`src/rtl/riscv_pkg.sv`:
```
// riscv_pkg
// Shared definitions for the memory-side blocks of the core.
//   XLEN        : data/address width of the core
//   arb_state_e : memory arbiter transaction phase (IDLE, REQ, RESP)
//   owner_e     : which requester owns the outstanding memory transaction
//   SIZE_WORD   : access size code used for instruction fetches
package riscv_pkg;

    localparam int XLEN = 32;

    localparam logic [2:0] SIZE_WORD = 3'b010;

    typedef enum logic [1:0] {
        ST_IDLE,
        ST_REQ,
        ST_RESP
    } arb_state_e;

    typedef enum logic {
        OWN_IF,
        OWN_D
    } owner_e;

endpackage

```
`src/rtl/mem_arbiter.sv`:
```
// mem_arbiter
// Shares one single-outstanding memory port between the instruction fetch
// and the data (load/store) requesters. Data normally wins, but after
// MAX_D_STREAK consecutive data grants a waiting fetch is forced through.
//
// Ports
//   clk, reset                       : clock, asynchronous active-high reset
//   if_req_i, if_adr_i, if_kill_i    : fetch request / address / flush
//   if_gnt_o, if_rvalid_o, if_rdata_o: fetch accepted / data valid / instruction
//   d_req_i, d_we_i, d_adr_i,
//   d_wdata_i, d_size_i              : data request, store flag, address, data, size
//   d_gnt_o, d_rvalid_o, d_rdata_o   : data accepted / response valid / load data
//   mem_req_o, mem_we_o, mem_adr_o,
//   mem_wdata_o, mem_size_o          : memory request fields
//   mem_gnt_i, mem_rvalid_i,
//   mem_rdata_i                      : memory accept / response valid / read data
module mem_arbiter #(
    parameter int XLEN         = riscv_pkg::XLEN,
    parameter int MAX_D_STREAK = 4
) (
    input  logic            clk,
    input  logic            reset,
    input  logic            if_req_i,
    input  logic [XLEN-1:0] if_adr_i,
    input  logic            if_kill_i,
    output logic            if_gnt_o,
    output logic            if_rvalid_o,
    output logic [31:0]     if_rdata_o,
    input  logic            d_req_i,
    input  logic            d_we_i,
    input  logic [XLEN-1:0] d_adr_i,
    input  logic [XLEN-1:0] d_wdata_i,
    input  logic [2:0]      d_size_i,
    output logic            d_gnt_o,
    output logic            d_rvalid_o,
    output logic [XLEN-1:0] d_rdata_o,
    output logic            mem_req_o,
    output logic            mem_we_o,
    output logic [XLEN-1:0] mem_adr_o,
    output logic [XLEN-1:0] mem_wdata_o,
    output logic [2:0]      mem_size_o,
    input  logic            mem_gnt_i,
    input  logic            mem_rvalid_i,
    input  logic [XLEN-1:0] mem_rdata_i
);
    import riscv_pkg::*;

    localparam int SW = (MAX_D_STREAK < 1) ? 1 : $clog2(MAX_D_STREAK + 1);
    localparam logic [SW-1:0] STREAK_MAX = SW'(MAX_D_STREAK);

    arb_state_e      state;
    owner_e          owner;
    logic            drop;
    logic [SW-1:0]   streak;
    logic [XLEN-1:0] lat_adr;
    logic [XLEN-1:0] lat_wdata;
    logic            lat_we;
    logic [2:0]      lat_size;

    logic            fetch_ok;
    logic            pick_if;
    logic            issue;
    logic            cur_is_if;
    logic            gnt_accept;
    logic            resp;
    logic [XLEN-1:0] sel_adr;
    logic [XLEN-1:0] sel_wdata;
    logic            sel_we;
    logic [2:0]      sel_size;

    // Arbitration and output decode. Issue, grant and response are all
    // gated by reset so every output reads zero while reset is held, even
    // if requesters keep their request lines up.
    always_comb begin
        fetch_ok  = if_req_i && !if_kill_i;
        pick_if   = fetch_ok && (!d_req_i || streak == STREAK_MAX);
        issue     = !reset && state == ST_IDLE && (fetch_ok || d_req_i);
        cur_is_if = (state == ST_IDLE) ? pick_if : (owner == OWN_IF);

        sel_adr   = pick_if ? if_adr_i : d_adr_i;
        sel_wdata = pick_if ? '0 : d_wdata_i;
        sel_we    = pick_if ? 1'b0 : d_we_i;
        sel_size  = pick_if ? SIZE_WORD : d_size_i;

        mem_req_o   = 1'b0;
        mem_we_o    = 1'b0;
        mem_adr_o   = '0;
        mem_wdata_o = '0;
        mem_size_o  = '0;
        if (issue) begin
            mem_req_o   = 1'b1;
            mem_we_o    = sel_we;
            mem_adr_o   = sel_adr;
            mem_wdata_o = sel_wdata;
            mem_size_o  = sel_size;
        end else if (!reset && state == ST_REQ) begin
            mem_req_o   = 1'b1;
            mem_we_o    = lat_we;
            mem_adr_o   = lat_adr;
            mem_wdata_o = lat_wdata;
            mem_size_o  = lat_size;
        end

        gnt_accept = mem_gnt_i && mem_req_o;
        if_gnt_o   = gnt_accept && cur_is_if;
        d_gnt_o    = gnt_accept && !cur_is_if;

        // A kill arriving in the same cycle as the response also drops it.
        resp        = !reset && state == ST_RESP && mem_rvalid_i;
        if_rvalid_o = resp && owner == OWN_IF && !drop && !if_kill_i;
        d_rvalid_o  = resp && owner == OWN_D;
        if_rdata_o  = if_rvalid_o ? mem_rdata_i[31:0] : 32'h0;
        d_rdata_o   = d_rvalid_o ? mem_rdata_i : '0;
    end

    // Transaction FSM plus the request latch, drop flag and data streak.
    // The latch captures the winner's fields at issue so the memory side
    // sees stable values for however long it stalls the grant.
    always_ff @(posedge clk or posedge reset) begin
        if (reset) begin
            state     <= ST_IDLE;
            owner     <= OWN_IF;
            drop      <= 1'b0;
            streak    <= '0;
            lat_adr   <= '0;
            lat_wdata <= '0;
            lat_we    <= 1'b0;
            lat_size  <= '0;
        end else begin
            if (if_gnt_o) begin
                streak <= '0;
            end else if (d_gnt_o && streak != STREAK_MAX) begin
                streak <= streak + 1'b1;
            end

            case (state)
                ST_IDLE: begin
                    drop <= 1'b0;
                    if (issue) begin
                        owner     <= pick_if ? OWN_IF : OWN_D;
                        lat_adr   <= sel_adr;
                        lat_wdata <= sel_wdata;
                        lat_we    <= sel_we;
                        lat_size  <= sel_size;
                        state     <= mem_gnt_i ? ST_RESP : ST_REQ;
                    end
                end
                ST_REQ: begin
                    if (owner == OWN_IF && if_kill_i) begin
                        drop <= 1'b1;
                    end
                    if (mem_gnt_i) begin
                        state <= ST_RESP;
                    end
                end
                ST_RESP: begin
                    if (owner == OWN_IF && if_kill_i) begin
                        drop <= 1'b1;
                    end
                    if (mem_rvalid_i) begin
                        drop  <= 1'b0;
                        state <= ST_IDLE;
                    end
                end
                default: begin
                    state <= ST_IDLE;
                end
            endcase
        end
    end

endmodule
```
`config.mk`:
```
export PLATFORM = sky130hd
export DESIGN_NAME = mem_arbiter
export DESIGN_NICKNAME = d
export VERILOG_FILES = /design/src/rtl/riscv_pkg.sv /design/src/rtl/mem_arbiter.sv
export SDC_FILE = /design/constraint.sdc
export NUM_CORES = 1
export LEC_CHECK = 0
export BUFFER_PORTS_ARGS = -buffer_cell sky130_fd_sc_hd__buf_4
export CORE_AREA = 2 2 106 108
export DETAILED_ROUTE_END_ITERATION = 6
export DIE_AREA = 0 0 108 110
export PLACE_DENSITY = 0.77
export SLEW_MARGIN = 20
export SYNTH_ARGS = -nofsm -noshare
export SYNTH_HDL_FRONTEND = slang
export SYNTH_SLANG_ARGS = --single-unit
```
`constraint.sdc`:
```
create_clock -name clk -period 6.3 [get_ports clk]
set_input_delay 0.315 -clock clk [delete_from_list [all_inputs] [get_ports clk]]
set_output_delay 0.315 -clock clk [all_outputs]
set_load 0.03 [all_outputs]
```
== Yosys cells after proc, flatten, opt, wreduce, memory -nomap -nowiden ==
Cells that the tools add are included.

* Bitwise gates (word level): 1
* Eq/ne operators: 7
* Reduce and logical (&&, ||, !) cells: 28
* Add/subtract/negate cells: 1
* Multiplexer cells: 28

{| class="wikitable"
|+ Operator list
! cell !! number
|-
| $mux W32 || 8
|-
| $logic_and A1 B1 Y1 || 16
|-
| $mux W3 || 5
|-
| $mux W1 || 9
|-
| $mux W2 || 4
|-
| $ne A2 B2 Y1 const B || 3
|-
| $pmux W2 S3 || 1
|-
| $logic_not A1 Y1 || 5
|-
| $add A3 B1 Y3 const B || 1
|-
| $eq A3 B3 Y1 const B || 1
|-
| $ne A3 B3 Y1 const B || 1
|-
| $pmux W1 S3 || 1
|-
| $reduce_and A3 Y1 || 1
|-
| $reduce_bool A3 Y1 || 1
|-
| $eq A2 B1 Y1 const B || 1
|-
| $eq A2 B2 Y1 const B || 1
|-
| $logic_not A2 Y1 || 1
|-
| $logic_or A1 B1 Y1 || 2
|-
| $reduce_and A2 Y1 || 1
|-
| $reduce_bool A2 Y1 || 1
|-
| $not A1 Y1 || 1
|}

* Register bits after elaboration: 75
* Word-level logic and storage cells: 73
* Output and inout port bits: 137
* Input port bits: 139

== Longest topological paths before layout ==
* Depth in word-level cells: 10
* Gate-level depth with buffers: 9
* Mapped depth without buffers: 6

== Worst setup path before layout ==
No wires, ideal clock.

* Path kind: input port to output port
* From: in reset
* To: out mem_adr_o[0]
* Cell stages on the path: 6
* Arrival time: 3.328 ns
* Buffers on the path: 3
* Data required time: 5.985 ns
* Setup slack: 2.657 ns
* Path through: inv_1 > o211ai_1 > buf_2 > buf_2 > buf_2 > o2bb2ai_1

* Word-level cells in the longest chain between the ends: 4
* Elaborated cells on any way between the ends: 6
* Classes of those cells: mux (2); reduce/logical (4)

{| class="wikitable"
|+ RTL lines
! what !! line !! RTL
|-
| from (decl) || mem_arbiter.sv:22 || <nowiki>input logic reset,</nowiki>
|-
| $logic_not A1 Y1 (no source line) * || -- ||
|-
| $logic_and A1 B1 Y1, on equally long branches || mem_arbiter.sv:96, mem_arbiter.sv:77 ||
|-
| $mux W32 or $logic_and A1 B1 Y1 (tied branches) || mem_arbiter.sv:96, mem_arbiter.sv:77 ||
|-
| $mux W32 * || mem_arbiter.sv:90 || <nowiki>if (issue) begin</nowiki>
|-
| to (decl) || mem_arbiter.sv:39 || <nowiki>output logic [XLEN-1:0] mem_adr_o,</nowiki>
|}

Mark *: on every way between the ends. The rest lies on a longest branch, timed or not.

== Worst setup path after layout ==
* From: reg state[1]
* To: out mem_adr_o[30]

* Word-level cells in the longest chain between the ends: 4
* Elaborated cells on any way between the ends: 7
* Classes of those cells: eq/ne (1); mux (2); reduce/logical (4)

{| class="wikitable"
|+ RTL lines
! what !! line !! RTL
|-
| from (decl) || mem_arbiter.sv:51 || <nowiki>arb_state_e state;</nowiki>
|-
| from (signal assigned) || mem_arbiter.sv:145 || <nowiki>state <= mem_gnt_i ? ST_RESP : ST_REQ;</nowiki>
|-
| $eq A2 B1 Y1 or $logic_not A2 Y1 (tied branches) || mem_arbiter.sv:96, mem_arbiter.sv:77 ||
|-
| $logic_and A1 B1 Y1, on equally long branches || mem_arbiter.sv:96, mem_arbiter.sv:77 ||
|-
| $mux W32 or $logic_and A1 B1 Y1 (tied branches) || mem_arbiter.sv:96, mem_arbiter.sv:77 ||
|-
| $mux W32 * || mem_arbiter.sv:90 ||
|}

Marks and branches as above.

==> flow_summary.json <==
{
  "p_switching_mw": 0.939,
  "rsz0062_at_grt": "false",
  "yosys.area_share.simple_pct": 15.0,
  "postLayoutCoreUtil_pct": 62.9,
  "drt_iter0_markers": 191,
  "reg2reg_slack_ps": 3790,
  "power_density_nw_per_um2": 352,
  "crit_type": "register to output port",
  "antenna_found_initial": 0,
  "ys_seq_elements": 75,
  "cp_slowest_cell": "buf_4",
  "netlist_area_um2": 4390,
  "io_buffers": 275,
  "end_kind": "output port",
  "peakVddDrop_uv": 240,
  "ctsResizeCount": 0,
  "cts_hold_buf": 0,
  "r2r-start": "state[1]",
  "ctsLongestPathBuffers": 2,
  "drc": 0,
  "start_util_pct": 41.1,
  "tightestPinTransition_ps": 959,
  "ys_warn_count": 0,
  "r2r_end": "lat_adr[29]",
  "root_buffer": "clkbuf_8",
  "core_area_um2": 10700,
  "fin_tns_setup_ps": 0,
  "syn_nets": 582,
  "fp-row-count": 38,
  "clkPwrFrac_pct": 18.1,
  "cp_max_fo": 107,
  "start_kind": "register",
  "htreeDepth": 3,
  "r2r_cells": 6,
  "drive_above_1_share_pct": 43.9,
  "worst_hold_slack_ps": 34.4,
  "fp.dieH_um": 110,
  "yosysUniqueCellTypes": 37,
  "hp-class": "primary input to async pin",
  "p_int_mw": 1.43,
  "area_growth_pct": 53.1,
  "crit_chain": "inv_1 -> ha_1 -> o211ai_1 -> buf_4 -> buf_4 -> o2bb2ai_1 -> buf_4",
  "gp_congestion": 0.836,
  "die_w_um": 108,
  "hold_viol": 0,
  "diodes": 0,
  "setup_viol": 0,
  "syn_avg_cell_area_um2": 10.1,
  "firstDrtPassIters": 5,
  "grt_max_degree": 108,
  "synth_compound_area_share_pct": 28.4,
  "total_power_mw": 2.37,
  "worst_ep_arrival_time_ps": 2830,
  "grt_use_total_pct": 21.5,
  "crit_required_ps": 5980,
  "cts_made_buffers": 9,
  "hpwlAfterDp_mm": 10.3,
  "cap_violations": 0,
  "grt_pass1_vias": 3953,
  "seq_power_share_pct": 35.9,
  "power.share.switching_pct": 39.7,
  "die_area_um2": 11900,
  "num_vias": 4263,
  "grt_overflow_total": 0,
  "synth_seq_area_share_pct": 42.7,
  "clock_skew_ps": 11.3,
  "clock-sinks": 75,
  "wl_mm": 13.7,
  "drv_slew": 0,
  "clkTransAtPathRegs_ps": 70,
  "crit_path_max_incr_delay_ps": 820,
  "drt.antenna.violating_nets": 0,
  "synth_xor_area_share_pct": 0,
  "fin_crit_ps": 3140,
  "synth_fa_ha_area_share_pct": 1.71,
  "grt_pass1_wl_mm": 20.2,
  "synthCells": 437,
  "postCtsSetupRepairBufs": 0,
  "io_pins": 276,
  "leakage_nw": 3.34,
  "fmaxAchievable_mhz": 318,
  "insertion_delay_ps": 340,
  "dp.cells": 818,
  "synth_top_family_by_area": "compound AO/OA/AOI/OAI gates",
  "relSlewSlack_pct": 36.0,
  "comb_power_share_pct": 46.0,
  "outcome": "completed",
  "muxShareOfSynthArea_pct": 7.29,
  "fin_nets": 834,
  "wl_per_cell_um": 16.4,
  "tritoncts": "yes",
  "detail_route.vias_per_cell": 5.12,
  "fin_crit_sh_pct": 49.9,
  "fin_cells": 833,
  "cp_common_cell": "buf_4"
}
registers in the layout, indices dropped and copies added (netlist names):
name,flops
lat_we,1
owner,1
lat_adr,32
state,2
streak,3
lat_size,3
drop,1
lat_wdata,32
worst max-delay path, delay by kind of cell, from the launching register on:
| kind | cells | cell delay (ps) |
|---|---|---|
| AOI/OAI and AO/OA | 2 | 290 |
| adders and majority gates | 1 | 280 |
| buffers and inverters | 4 | 1490 |
| DFF | 1 | 400 |
metal layers:
metal,vias to the layer above,share of wire (%),GRT usage [%]
met5,-,0,0
met3,32,5.9,3.94
li1,2097,-,-
met4,0,2.7,8.88
met2,160,47,32.6
met1,1974,44,30.3
synth_stat cells, drive strengths merged:
library cell,count,share of area [%]
a32o,1,0.23
o22ai,1,0.14
or2,1,0.14
a211o,1,0.20
inv,7,0.60
a211oi,2,0.34
and3,1,0.14
ha,6,1.7
a221oi,1,0.20
nor2b,3,0.43
o211ai,1,0.17
clkbuf,12,1.0
and2,64,9.1
mux2i,32,7.3
and4,2,0.40
nor3,1,0.11
nand2,36,3.1
dfrtp,75,43
a21oi,7,1.1
nor3b,1,0.43
nand2b,1,0.20
a2111oi,1,0.63
a21boi,1,0.17
o2bb2ai,33,6.6
o21a,1,0.17
buf,28,3.3
or3,1,0.14
o32ai,1,0.20
a21o,1,0.17
o21ai,35,4.0
a22o,71,14
nor2,8,0.80
power by group through the flow:
stage	combinational, mW	clock (mW)	sequential, mW
after global placement	1.06	0	0.856
final	1.09	0.429	0.850
after detailed placement	1.10	0	0.845
after CTS	1.09	0.440	0.849
after global routing	1.18	0.460	0.876
after floorplan	0.774	0	0.802
worst max path at each step:
| stage | startpoint | end | cells past startpoint |
|---|---|---|---|
| final | state[1] | mem_adr_o[30] | 7 |
| after global routing | reset | mem_adr_o[21] | 7 |
| after CTS | state[1] | mem_adr_o[30] | 7 |
| after detailed placement | reset | mem_adr_o[30] | 7 |
| after global placement | reset | mem_adr_o[13] | 7 |
| after floorplan | reset | mem_adr_o[0] | 6 |
logic make-up (layout without fill, tap and decap cells):
kind of cell	after synthesis	count (layout)
AOI/OAI and AO/OA	158	158
DFF	75	75
and+or+nand+nor	119	119
muxes	32	32
adders and majority gates	6	6
buffers and inverters	47	303
per-stage QoR:
stage	cell area, um^2	setup WS, ps
2_1_floorplan	4390	2660
3_3_place_gp	6500	3360
3_5_place_dp	6500	3230
4_1_cts	6730	3180
5_1_grt	6730	2860
6_report	6730	3160
area by class of cell:
| class | instances | area [um^2] |
|---|---|---|
| Sequential cell | 75 | 1880 |
| Clock inverter | 5 | 103 |
| Tap cell | 140 | 175 |
| Inverter | 7 | 27.5 |
| Timing Repair Buffer | 281 | 2110 |
| Fill cell | 888 | 3970 |
| Clock buffer | 10 | 128 |
| Multi-Input combinational cell | 315 | 2310 |
layout by cell type (no fill, tap or decap):
cell type and count:
a2111oi_4 1, a211o_1 1, a211oi_1 2, a21boi_0 1, a21o_1 1, a21oi_1 6
a21oi_4 1, a221oi_1 1, a22o_1 71, a32o_1 1, and2_1 64, and3_2 1
and4_1 2, buf_4 281, bufinv_16 3, clkbuf_1 1, clkbuf_8 9, clkinv_2 2
clkinvlp_4 1, dfrtp_1 75, ha_1 6, inv_1 6, mux2i_1 32, nand2_1 36
nand2b_2 1, nor2_1 6, nor2_2 1, nor2_4 1, nor2b_1 3, nor3_1 1
nor3b_4 1, o211ai_1 1, o21a_1 1, o21ai_0 6, o21ai_1 29, o22ai_1 1
o2bb2ai_1 33, o32ai_1 1, or2_2 1, or3_1 1
No activity file was read; power rests on OpenSTA's default activity.
